`src/rtl/image_resize_avg_stream.sv`:
```
// Streaming block-average image downscaler: fetches each BLK_W x BLK_H block pixel by pixel,
// divides the sum by N with a restoring divider. Define IMAGE_RESIZE_ROUND_EN for round-half-up.
module image_resize_avg_stream #(
  parameter int unsigned SRC_W     = 640,
  parameter int unsigned SRC_H     = 480,
  parameter int unsigned BLK_W     = 20,
  parameter int unsigned BLK_H     = 15,
  parameter int unsigned PIX_W     = 8,
  parameter int unsigned ADDR_W    = 23,
  parameter int unsigned BASE_ADDR = 0,
  localparam int unsigned OUT_W    = SRC_W / BLK_W,
  localparam int unsigned OUT_H    = SRC_H / BLK_H,
  localparam int unsigned N        = BLK_W * BLK_H,
  localparam int unsigned SUM_W    = PIX_W + $clog2(N) + 1,
  localparam int unsigned OA_W     = (OUT_W * OUT_H > 1) ? $clog2(OUT_W * OUT_H) : 1
) (
  input  logic              clk,
  input  logic              rst,
  input  logic              start,
  output logic              rd_req,
  output logic [ADDR_W-1:0] rd_addr,
  input  logic              rd_valid,
  input  logic [PIX_W-1:0]  rd_data,
  output logic              out_we,
  output logic [OA_W-1:0]   out_addr,
  output logic [PIX_W-1:0]  out_data,
  output logic              busy,
  output logic              done
);

  localparam int unsigned PX_W = (BLK_W > 1) ? $clog2(BLK_W) : 1;
  localparam int unsigned PY_W = (BLK_H > 1) ? $clog2(BLK_H) : 1;
  localparam int unsigned BX_W = (OUT_W > 1) ? $clog2(OUT_W) : 1;
  localparam int unsigned BY_W = (OUT_H > 1) ? $clog2(OUT_H) : 1;
  localparam int unsigned DC_W = $clog2(SUM_W);

`ifdef IMAGE_RESIZE_ROUND_EN
  localparam logic [SUM_W-1:0] RND = SUM_W'(N / 2);
`else
  localparam logic [SUM_W-1:0] RND = '0;
`endif

  typedef enum logic [2:0] {StIdle, StReq, StWait, StDiv, StWrite, StDone} state_e;

  state_e            state_q;
  logic [PX_W-1:0]   px_q;
  logic [PY_W-1:0]   py_q;
  logic [BX_W-1:0]   bx_q;
  logic [BY_W-1:0]   by_q;
  logic [SUM_W-1:0]  sum_q;
  logic [SUM_W-1:0]  dvd_q;
  logic [SUM_W-1:0]  rem_q;
  logic [DC_W-1:0]   div_cnt_q;

  logic [SUM_W-1:0]  sum_nxt;
  logic [ADDR_W-1:0] rd_addr_nxt;
  logic [OA_W-1:0]   out_addr_nxt;
  logic [SUM_W:0]    rem_sh;
  logic              q_bit;
  logic [SUM_W-1:0]  rem_nxt;
  logic              px_last, py_last, bx_last, by_last;

  always_comb begin
    sum_nxt      = sum_q + SUM_W'(rd_data);
    rd_addr_nxt  = ADDR_W'(BASE_ADDR)
                 + (ADDR_W'(by_q) * ADDR_W'(BLK_H) + ADDR_W'(py_q)) * ADDR_W'(SRC_W)
                 + ADDR_W'(bx_q) * ADDR_W'(BLK_W) + ADDR_W'(px_q);
    out_addr_nxt = OA_W'(by_q) * OA_W'(OUT_W) + OA_W'(bx_q);
    // One restoring step: bring in the next dividend bit, subtract N if it fits.
    rem_sh       = {rem_q, dvd_q[SUM_W-1]};
    q_bit        = (rem_sh >= (SUM_W+1)'(N));
    rem_nxt      = q_bit ? SUM_W'(rem_sh - (SUM_W+1)'(N)) : rem_sh[SUM_W-1:0];
    px_last      = (px_q == PX_W'(BLK_W - 1));
    py_last      = (py_q == PY_W'(BLK_H - 1));
    bx_last      = (bx_q == BX_W'(OUT_W - 1));
    by_last      = (by_q == BY_W'(OUT_H - 1));
  end

  always_ff @(posedge clk) begin
    if (rst) begin
      state_q   <= StIdle;
      px_q      <= '0;
      py_q      <= '0;
      bx_q      <= '0;
      by_q      <= '0;
      sum_q     <= '0;
      dvd_q     <= '0;
      rem_q     <= '0;
      div_cnt_q <= '0;
      rd_req    <= 1'b0;
      rd_addr   <= '0;
      out_we    <= 1'b0;
      out_addr  <= '0;
      out_data  <= '0;
      busy      <= 1'b0;
      done      <= 1'b0;
    end else begin
      rd_req <= 1'b0;
      out_we <= 1'b0;
      done   <= 1'b0;
      case (state_q)
        StIdle: begin
          // busy lingers one cycle after done; a start seen then is still ignored.
          if (busy) begin
            busy <= 1'b0;
          end else if (start) begin
            px_q    <= '0;
            py_q    <= '0;
            bx_q    <= '0;
            by_q    <= '0;
            sum_q   <= '0;
            busy    <= 1'b1;
            state_q <= StReq;
          end
        end
        StReq: begin
          rd_req  <= 1'b1;
          rd_addr <= rd_addr_nxt;
          state_q <= StWait;
        end
        StWait: begin
          if (rd_valid) begin
            sum_q <= sum_nxt;
            if (px_last) begin
              px_q <= '0;
              if (py_last) begin
                py_q      <= '0;
                dvd_q     <= sum_nxt + RND;
                rem_q     <= '0;
                div_cnt_q <= '0;
                state_q   <= StDiv;
              end else begin
                py_q    <= py_q + PY_W'(1);
                state_q <= StReq;
              end
            end else begin
              px_q    <= px_q + PX_W'(1);
              state_q <= StReq;
            end
          end
        end
        StDiv: begin
          dvd_q     <= {dvd_q[SUM_W-2:0], q_bit};
          rem_q     <= rem_nxt;
          div_cnt_q <= div_cnt_q + DC_W'(1);
          if (div_cnt_q == DC_W'(SUM_W - 1)) state_q <= StWrite;
        end
        StWrite: begin
          out_we   <= 1'b1;
          out_addr <= out_addr_nxt;
          out_data <= dvd_q[PIX_W-1:0];
          sum_q    <= '0;
          if (bx_last) begin
            bx_q <= '0;
            if (by_last) begin
              state_q <= StDone;
            end else begin
              by_q    <= by_q + BY_W'(1);
              state_q <= StReq;
            end
          end else begin
            bx_q    <= bx_q + BX_W'(1);
            state_q <= StReq;
          end
        end
        StDone: begin
          done    <= 1'b1;
          state_q <= StIdle;
        end
        default: state_q <= StIdle;
      endcase
    end
  end

endmodule

```
`config.mk`:
```
export PLATFORM = sky130hd
export DESIGN_NAME = image_resize_avg_stream
export DESIGN_NICKNAME = d
export VERILOG_FILES = /design/src/rtl/image_resize_avg_stream.sv
export SDC_FILE = /design/constraint.sdc
export NUM_CORES = 1
export LEC_CHECK = 0
export CORE_MARGIN = 4
export CORE_UTILIZATION = 35
export CTS_CLUSTER_DIAMETER = 80
export DETAILED_ROUTE_END_ITERATION = 8
export PLACE_DENSITY = 0.59
export SYNTH_ARGS = -nofsm -noshare
export SYNTH_HDL_FRONTEND = slang
export SYNTH_SLANG_ARGS = --single-unit
```
`constraint.sdc`:
```
create_clock -name clk -period 7.4 [get_ports clk]
set_clock_uncertainty 0.05 [all_clocks]
set_input_delay 1.48 -clock clk [delete_from_list [all_inputs] [get_ports clk]]
set_output_delay 1.48 -clock clk [all_outputs]
set_load 0.01 [all_outputs]
```
==> results by group, run 1 <==
CTS
  – Clock transition at path regs: 60 ps
  – CTS tree: done
  – Skew-Pair Late Insertion Delay: 420 ps
  – CTS root buf: clkbuf_16
  – PostCTS Resize Cnt: 0
  – TritonCTS buffer count: 17
  – Sink Count: 124
  – Post-CTS Setup Inserts: 0
  – Hold-fix buffer count after cts: 0
  – Clock buffer depth: 2
  – CTS H-tree lvls: 4

Pwr
  – Peak VDD IR: 154.4 uV
  – Pwr Total: 0.001640 W
  – Power per cell area: 189.9 nW/um2
  – Cell leakage power: 3.548 nW

Layout
  – P&R area growth vs syn: 17.82%
  – Fin nets: 1005
  – Share of cells above drive strength 1: 0.05382
  – Antenna Cells: 0
  – Finished layout cell area: 8637 um2

STA
  – Final setup vio count: 0
  – Max Fclk: 184.4 MHz
  – Setup TNS: 0 ps
  – Worst slew margin: 0.2581
  – Final hold violation count: 0
  – Post-route minimum period: 5422 ps
  – Worst Tran Pin Value: 1104 ps
  – Max Transition Viols Final: 0
  – Crit share post-route: 0.7327
  – RSZ-0062 raised after global routing: no

Detailed routing
  – Antenna viol nets, final: 0
  – Drt wl/cell: 13.73 um
  – Drt pass-1 iters: 4
  – Via-to-Cell Ratio: 5.064
  – WL final: 16460 um
  – Total vias in the final route: 6072
  – Initial DRC count: 288
  – DRC: 0

Worst setup path
  – Critical Path Source: by_q[2]$_SDFFE_PP0P_
  – Most frequent CP cell: ha_1
  – Reg2Reg Depth: 20
  – R2R Path Start: by_q[2]$_SDFFE_PP0P_
  – Crit path launch type: flop
  – CP cell instances: fa_1 -> xor2_1 -> ha_1 -> inv_1 -> fa_1 -> inv_1 -> ha_1 -> a21oi_1 -> o21ai_1 -> o21a_1 -> nor2_1 -> xnor2_1 -> xnor2_1 -> ha_1 -> a21oi_1 -> and3_1 -> o22ai_1 -> a311oi_1 -> nand3b_1 -> a311oi_1
  – R2R Setup Slk: 1980 ps
  – Max incr delay on CP: 550 ps
  – CP max FO: 8
  – Req. time, crit path: 7680 ps
  – R2R Path End: rd_addr[19]$_SDFFE_PP0P_
  – Critical Path AT: 5700 ps
  – Type of destination of the critical path: flop
  – End of the critical path: rd_addr[19]$_SDFFE_PP0P_
  – Crit Path Class: reg -> reg
  – Crit-path slowest cell: dfxtp_1

Global route
  – Vias in the first global route: 5620
  – All-Layer GR Usage: 0.1421
  – Grt ovf: 0
  – Met2 usage: 0.2110
  – Global-route wire length before repair: 27950 um
  – Busiest layer in global routing: met2
  – Antenna violations before repair: 0
  – Routing usage on met1: 0.2044
  – Largest net degree at the start of global routing: 61
  – Global routing usage on met3: 0.03465

Floorplan
  – Initial Util: 0.3588
  – Top Ports: 57
  – Die area: 23320 um2
  – Cell Rows: 52
  – Die Ht: 152.7 um
  – Core area: 20430 um2
  – Chip width: 152.7 um

Logic synthesis
  – Adder-Cell Fraction of Synth Area: 0.1427
  – Yosys cell types: 65
  – Async SR Flop Fraction: 0
  – Post-synthesis simple-gate area fraction: 0.2036
  – Main synth FF type: dfxtp_1
  – Yosys top cell area share: 0.3386
  – Synthesized flop and latch total: 124
  – Post-Synth XOR/XNOR Area: 0.08124
  – Post-synthesis mux area share: 0.009729
  – Compound-Gate Fraction of Synth Area: 0.1850
  – Cell count after synthesis: 876
  – Synth Area per Inst: 8.368 um2
  – Biggest area consumer among synthesized cells: dfxtp_1
  – Post-synthesis sequential area ratio: 0.3386
  – Ys Warns: 0
  – Post-synth EDFFs: 0
  – Top cells by area, synth: dfxtp_1, ha_1, nand2_1
  – Synthesized area: 7331 um2
  – Combinational family with the most area after synthesis: simple AND/OR/NAND/NOR gates

Run status
  – Status: finished clean

Placed design
  – Gp weighted congestion: 0.8076
  – Post-Place Cell Area: 8087 um2
  – HPWL after detailed placement: 11780 um
  – Port bufs: 54

Worst hold path
  – Hold_sp: out_addr[7]$_SDFFE_PP0P_
  – Class of the worst hold path: reg -> reg

Run
  – MaxCap Viol Count: 0
-- metrics by stage --
step | cells | utilization | hold slack [ps] | setup WS (ps)
3_3_place_gp | 1167 | 0.3958 | 390.2 | 2091
6_report | 1199 | 0.4228 | 401.7 | 1978
5_1_grt | 1199 | 0.4228 | 411.8 | 1454
2_1_floorplan | 877 | - | 375.4 | 2461
4_1_cts | 1199 | 0.4228 | 404.9 | 1942
3_5_place_dp | 1167 | 0.3958 | 396.7 | 1961
-- report_power, final --
part           switching, W  total, W  internal, W
clock              0.000333  0.000777     0.000444
combinational     0.0000985  0.000158    0.0000599
sequential        0.0000175  0.000705     0.000688
total              0.000449   0.00164      0.00119
-- layout by cell type (no fill, tap or decap), types with 4 or more instances in the layout --
master and count:
a211oi_1 12, clkinv_4 4, nand4_1 6, a21o_1 14
nor2_1 98, nand2b_1 10, o21ai_0 35, inv_1 35
and2_1 7, inv_6 6, clkbuf_16 17, clkdlybuf4s50_1 53
a31oi_1 10, a22o_1 8, a21oi_1 74, fa_1 11
dfxtp_1 124, nand2_1 101, xnor2_1 35, a22oi_1 17
nand3b_1 11, xor2_1 33, o21a_1 5, ha_1 66
nor2b_1 5, nor3_1 21, or3_1 4, buf_4 4
a2111oi_0 4, mux2i_1 6, and3_1 10, nand3_1 20
-- sequential cells by signal (all words and copies together) (netlist names) --
name	flops
rd_addr	21
dvd_q	18
rem_q	18
sum_q	18
out_addr	10
out_data	8
bx_q	5
by_q	5
div_cnt_q	5
px_q	5
py_q	4
state_q	3
busy	1
done	1
out_we	1
rd_req	1
-- routing by layer --
| metal | part of all wire | vias to the layer above |
|---|---|---|
| met5 | 0 | - |
| met4 | 0.014 | 0 |
| li1 | - | 3151 |
| met3 | 0.045 | 22 |
| met1 | 0.51 | 2797 |
| met2 | 0.43 | 102 |
-- Yosys cell counts (4+ instances only) --
master     instances
buf_2              4
nor2_1            98
a211oi_1          12
mux2i_1            6
or3_1              4
nor3_1            21
xor2_1            33
nor2b_1            5
a21o_1            14
a22oi_1           17
nand2b_1          10
nor3b_1            4
a22o_1             8
o21a_1             5
nand2_1          101
a2111oi_0          4
xnor2_1           35
fa_1              11
nand3b_1          11
inv_1             35
ha_1              66
nand3_1           20
dfxtp_1          124
clkbuf_1          28
a21oi_1           74
nand4_1            6
a31oi_1           10
and2_1             7
and3_1            10
o21ai_0           35
-- kinds of logic after synthesis --
logic type / count (synthesis)
and+or+nand+nor: 317
AOI/OAI and AO/OA: 210
DFF: 124
adders and majority gates: 77
buffers and inverters: 72
xor gates and xnor gates: 68
muxes: 7
other: 1
-- worst min path at each step --
stage | endpoint | slack, ps | cells past startpoint
final | out_addr[7]$_SDFFE_PP0P_ | 400 | 2
after global routing | rd_addr[5]$_SDFFE_PP0P_ | 410 | 2
after CTS | rd_addr[8]$_SDFFE_PP0P_ | 400 | 2
after detailed placement | rd_addr[8]$_SDFFE_PP0P_ | 400 | 2
after global placement | rd_addr[6]$_SDFFE_PP0P_ | 390 | 2
after floorplan | rem_q[17]$_SDFFE_PP0P_ | 380 | 2
-- area by class of cell --
cell class	count	area (um2)
Fill cell	2066	11790
Multi-Input combinational cell	681	4574
Sequential cell	124	2482
Timing Repair Buffer	57	560.5
Clock buffer	19	442.9
Tap cell	270	337.8
Inverter	35	131.4
Clock inverter	13	107.6
-- critical path, delay by kind of cell (launching register included) --
family	cells	cell delay [ps]
compound gates	7	1580
fa+ha+maj	5	1970
xor+xnor	3	680
buf+inv	2	90
simple gates	3	410
flops	1	550
Note: power is estimated with default switching activity, not from simulation.
==> run 2: changes to the inputs <==
- clock period: 7.4 -> 5.46 ns (I/O delays scaled with it)
==> results by group, run 2 (same netlist as run 1, synthesis figures left out) <==
Run status
  – Status: finished clean

Layout
  – Max reg flops: 21
  – Highest-count cells in the layout ignoring fill and taps: dfxtp_1, nand2_1, nor2_1
  – # fillers: 2090
  – Leading cell type in the layout, fill and taps excluded: dfxtp_1
  – P&R area growth vs syn: 18.09%
  – Fin nets: 1008
  – Antenna Cells: 0
  – Reg with most FFs: rd_addr
  – Finished layout cell area: 8657 um2
  – Share of cells above drive strength 1: 0.06116
  – Final core utilization: 0.4238

Detailed routing
  – Via-to-Cell Ratio: 5.054
  – Drt pass-1 iters: 4
  – Total vias in the final route: 6075
  – Antenna viol nets, final: 0
  – WL final: 16470 um
  – Initial DRC count: 284
  – DRC: 0
  – Drt wl/cell: 13.70 um

Worst setup path
  – Critical Path AT: 5360 ps
  – Type of destination of the critical path: flop
  – Crit path launch type: flop
  – CP max FO: 8
  – Crit Path Class: reg -> reg
  – Reg2Reg Depth: 21
  – R2R Setup Slk: 370 ps
  – R2R Path End: rd_addr[19]$_SDFFE_PP0P_
  – Req. time, crit path: 5730 ps
  – R2R Path Start: by_q[0]$_SDFFE_PP0P_

STA
  – Final hold violation count: 0
  – Post-route minimum period: 5093 ps
  – Crit share post-route: 0.9327
  – Final setup vio count: 0
  – Max Transition Viols Final: 0
  – Worst slew margin: 0.2689
  – Worst Tran Pin Value: 1093 ps
  – Setup TNS: 0 ps
  – Max Fclk: 196.4 MHz
  – Final WS setup: 367.4 ps

CTS
  – Clock transition at path regs: 50 ps
  – TritonCTS buffer count: 17
  – Clock buffer depth: 2
  – CTS H-tree lvls: 4
  – CTS tree: done
  – Sink Count: 124
  – Skew-Pair Late Insertion Delay: 420 ps
  – Hold-fix buffer count after cts: 0
  – CTS root buf: clkbuf_16

Placed design
  – Setup WS pre-CTS: 101.1 ps
  – Gp weighted congestion: 0.7861
  – Post-Place Cell Area: 8109 um2
  – HPWL after detailed placement: 11730 um
  – Port bufs: 54

Floorplan
  – Top Ports: 57
  – Cell Rows: 52
  – Die area: 23320 um2
  – Chip width: 152.7 um
  – Die Ht: 152.7 um
  – Initial Util: 0.3588
  – Core area: 20430 um2

Global route
  – All-Layer GR Usage: 0.1415
  – Vias in the first global route: 5692
  – Antenna violations before repair: 0
  – Grt ovf: 0
  – Global-route wire length before repair: 27810 um
  – Largest net degree at the start of global routing: 67

Pwr
  – Peak VDD IR: 215.5 uV
  – Cell leakage power: 3.566 nW
  – Power per cell area: 251.9 nW/um2

Run
  – MaxCap Viol Count: 0

Worst hold path
  – Class of the worst hold path: reg -> reg
  – Hold_sp: rd_addr[6]$_SDFFE_PP0P_
  – Hold depth: 2
  – Hold-critical path endpoint: rd_addr[6]$_SDFFE_PP0P_
==> run 2: changes by cell type in the layout (fill, tap and decap cells not counted), sizes merged <==
cell	delta
buf	+3
clkinvlp	-1
clkinv	+6
inv	-5
==> run 2: worst max-delay path by stage <==
stage	endpoint	cells past startpoint	start	slack, ps
5_1_grt	rd_addr[19]$_SDFFE_PP0P_	21	by_q[0]$_SDFFE_PP0P_	-3
2_1_floorplan	rd_addr[19]$_SDFFE_PP0P_	21	by_q[2]$_SDFFE_PP0P_	520
4_1_cts	rd_addr[19]$_SDFFE_PP0P_	21	by_q[0]$_SDFFE_PP0P_	90
6_report	rd_addr[19]$_SDFFE_PP0P_	21	by_q[0]$_SDFFE_PP0P_	370
3_3_place_gp	rd_addr[19]$_SDFFE_PP0P_	21	by_q[2]$_SDFFE_PP0P_	270
3_5_place_dp	rd_addr[19]$_SDFFE_PP0P_	21	by_q[0]$_SDFFE_PP0P_	100
==> run 2: area by class of cell <==
cell class | instances | area (um2) | share of cell area
Clock buffer | 19 | 432.9 | 0.05001
Multi-Input combinational cell | 681 | 4588 | 0.5300
Timing Repair Buffer | 60 | 583.1 | 0.06735
Inverter | 35 | 131.4 | 0.01518
Sequential cell | 124 | 2486 | 0.2872
Tap cell | 270 | 337.8 | 0.03902
Clock inverter | 13 | 97.59 | 0.01127
==> run 2: report_power, final <==
group / switching (W) / total, W / internal [W]
Sequential: 0.0000235 / 0.000956 / 0.000932
Combinational: 0.000135 / 0.000216 / 0.0000812
Clock: 0.000428 / 0.00101 / 0.000581
Total: 0.000586 / 0.00218 / 0.00159
==> run 2: stage by stage <==
stage	std cells	hold WS, ps	total power (W)
after floorplan	877	375.4	0.001112
after global placement	1170	388.1	0.001191
after detailed placement	1170	393.9	0.001192
after CTS	1202	401.6	0.002210
after global routing	1202	413.8	0.002279
final	1202	398.8	0.002181
==> run 2: critical path, stage by stage, from the launching register on <==
cell      delay [ps]
dfxtp_2          370
fa_1             540
xor2_1           180
ha_1             290
inv_1             50
fa_1             470
inv_1             40
ha_1             320
a21oi_1          190
o21ai_1          160
o21a_1           190
nor2_1           160
xnor2_2          180
xnor2_1          100
ha_1             370
a21oi_1          190
nand2b_1         140
nand3b_1          90
xnor2_1          180
nor4_2           350
nand3b_1         120
a311oi_1         260
==> run 2: metal layers <==
| metal | global-route usage | wire, um |
|---|---|---|
| met3 | 0.03550 | 677 |
| met1 | 0.1990 | 8383 |
| met4 | 0.03946 | 188 |
| met5 | 0 | 0 |
| met2 | 0.2158 | 7218 |
==> run 2: repair_timing <==
action | 4_1_cts | 5_1_grt
endpoints found under the hold margin | 0 | 0
resized for setup | 0 | 6
endpoints found under the setup margin | 0 | 5
setup buffers | 0 | 0
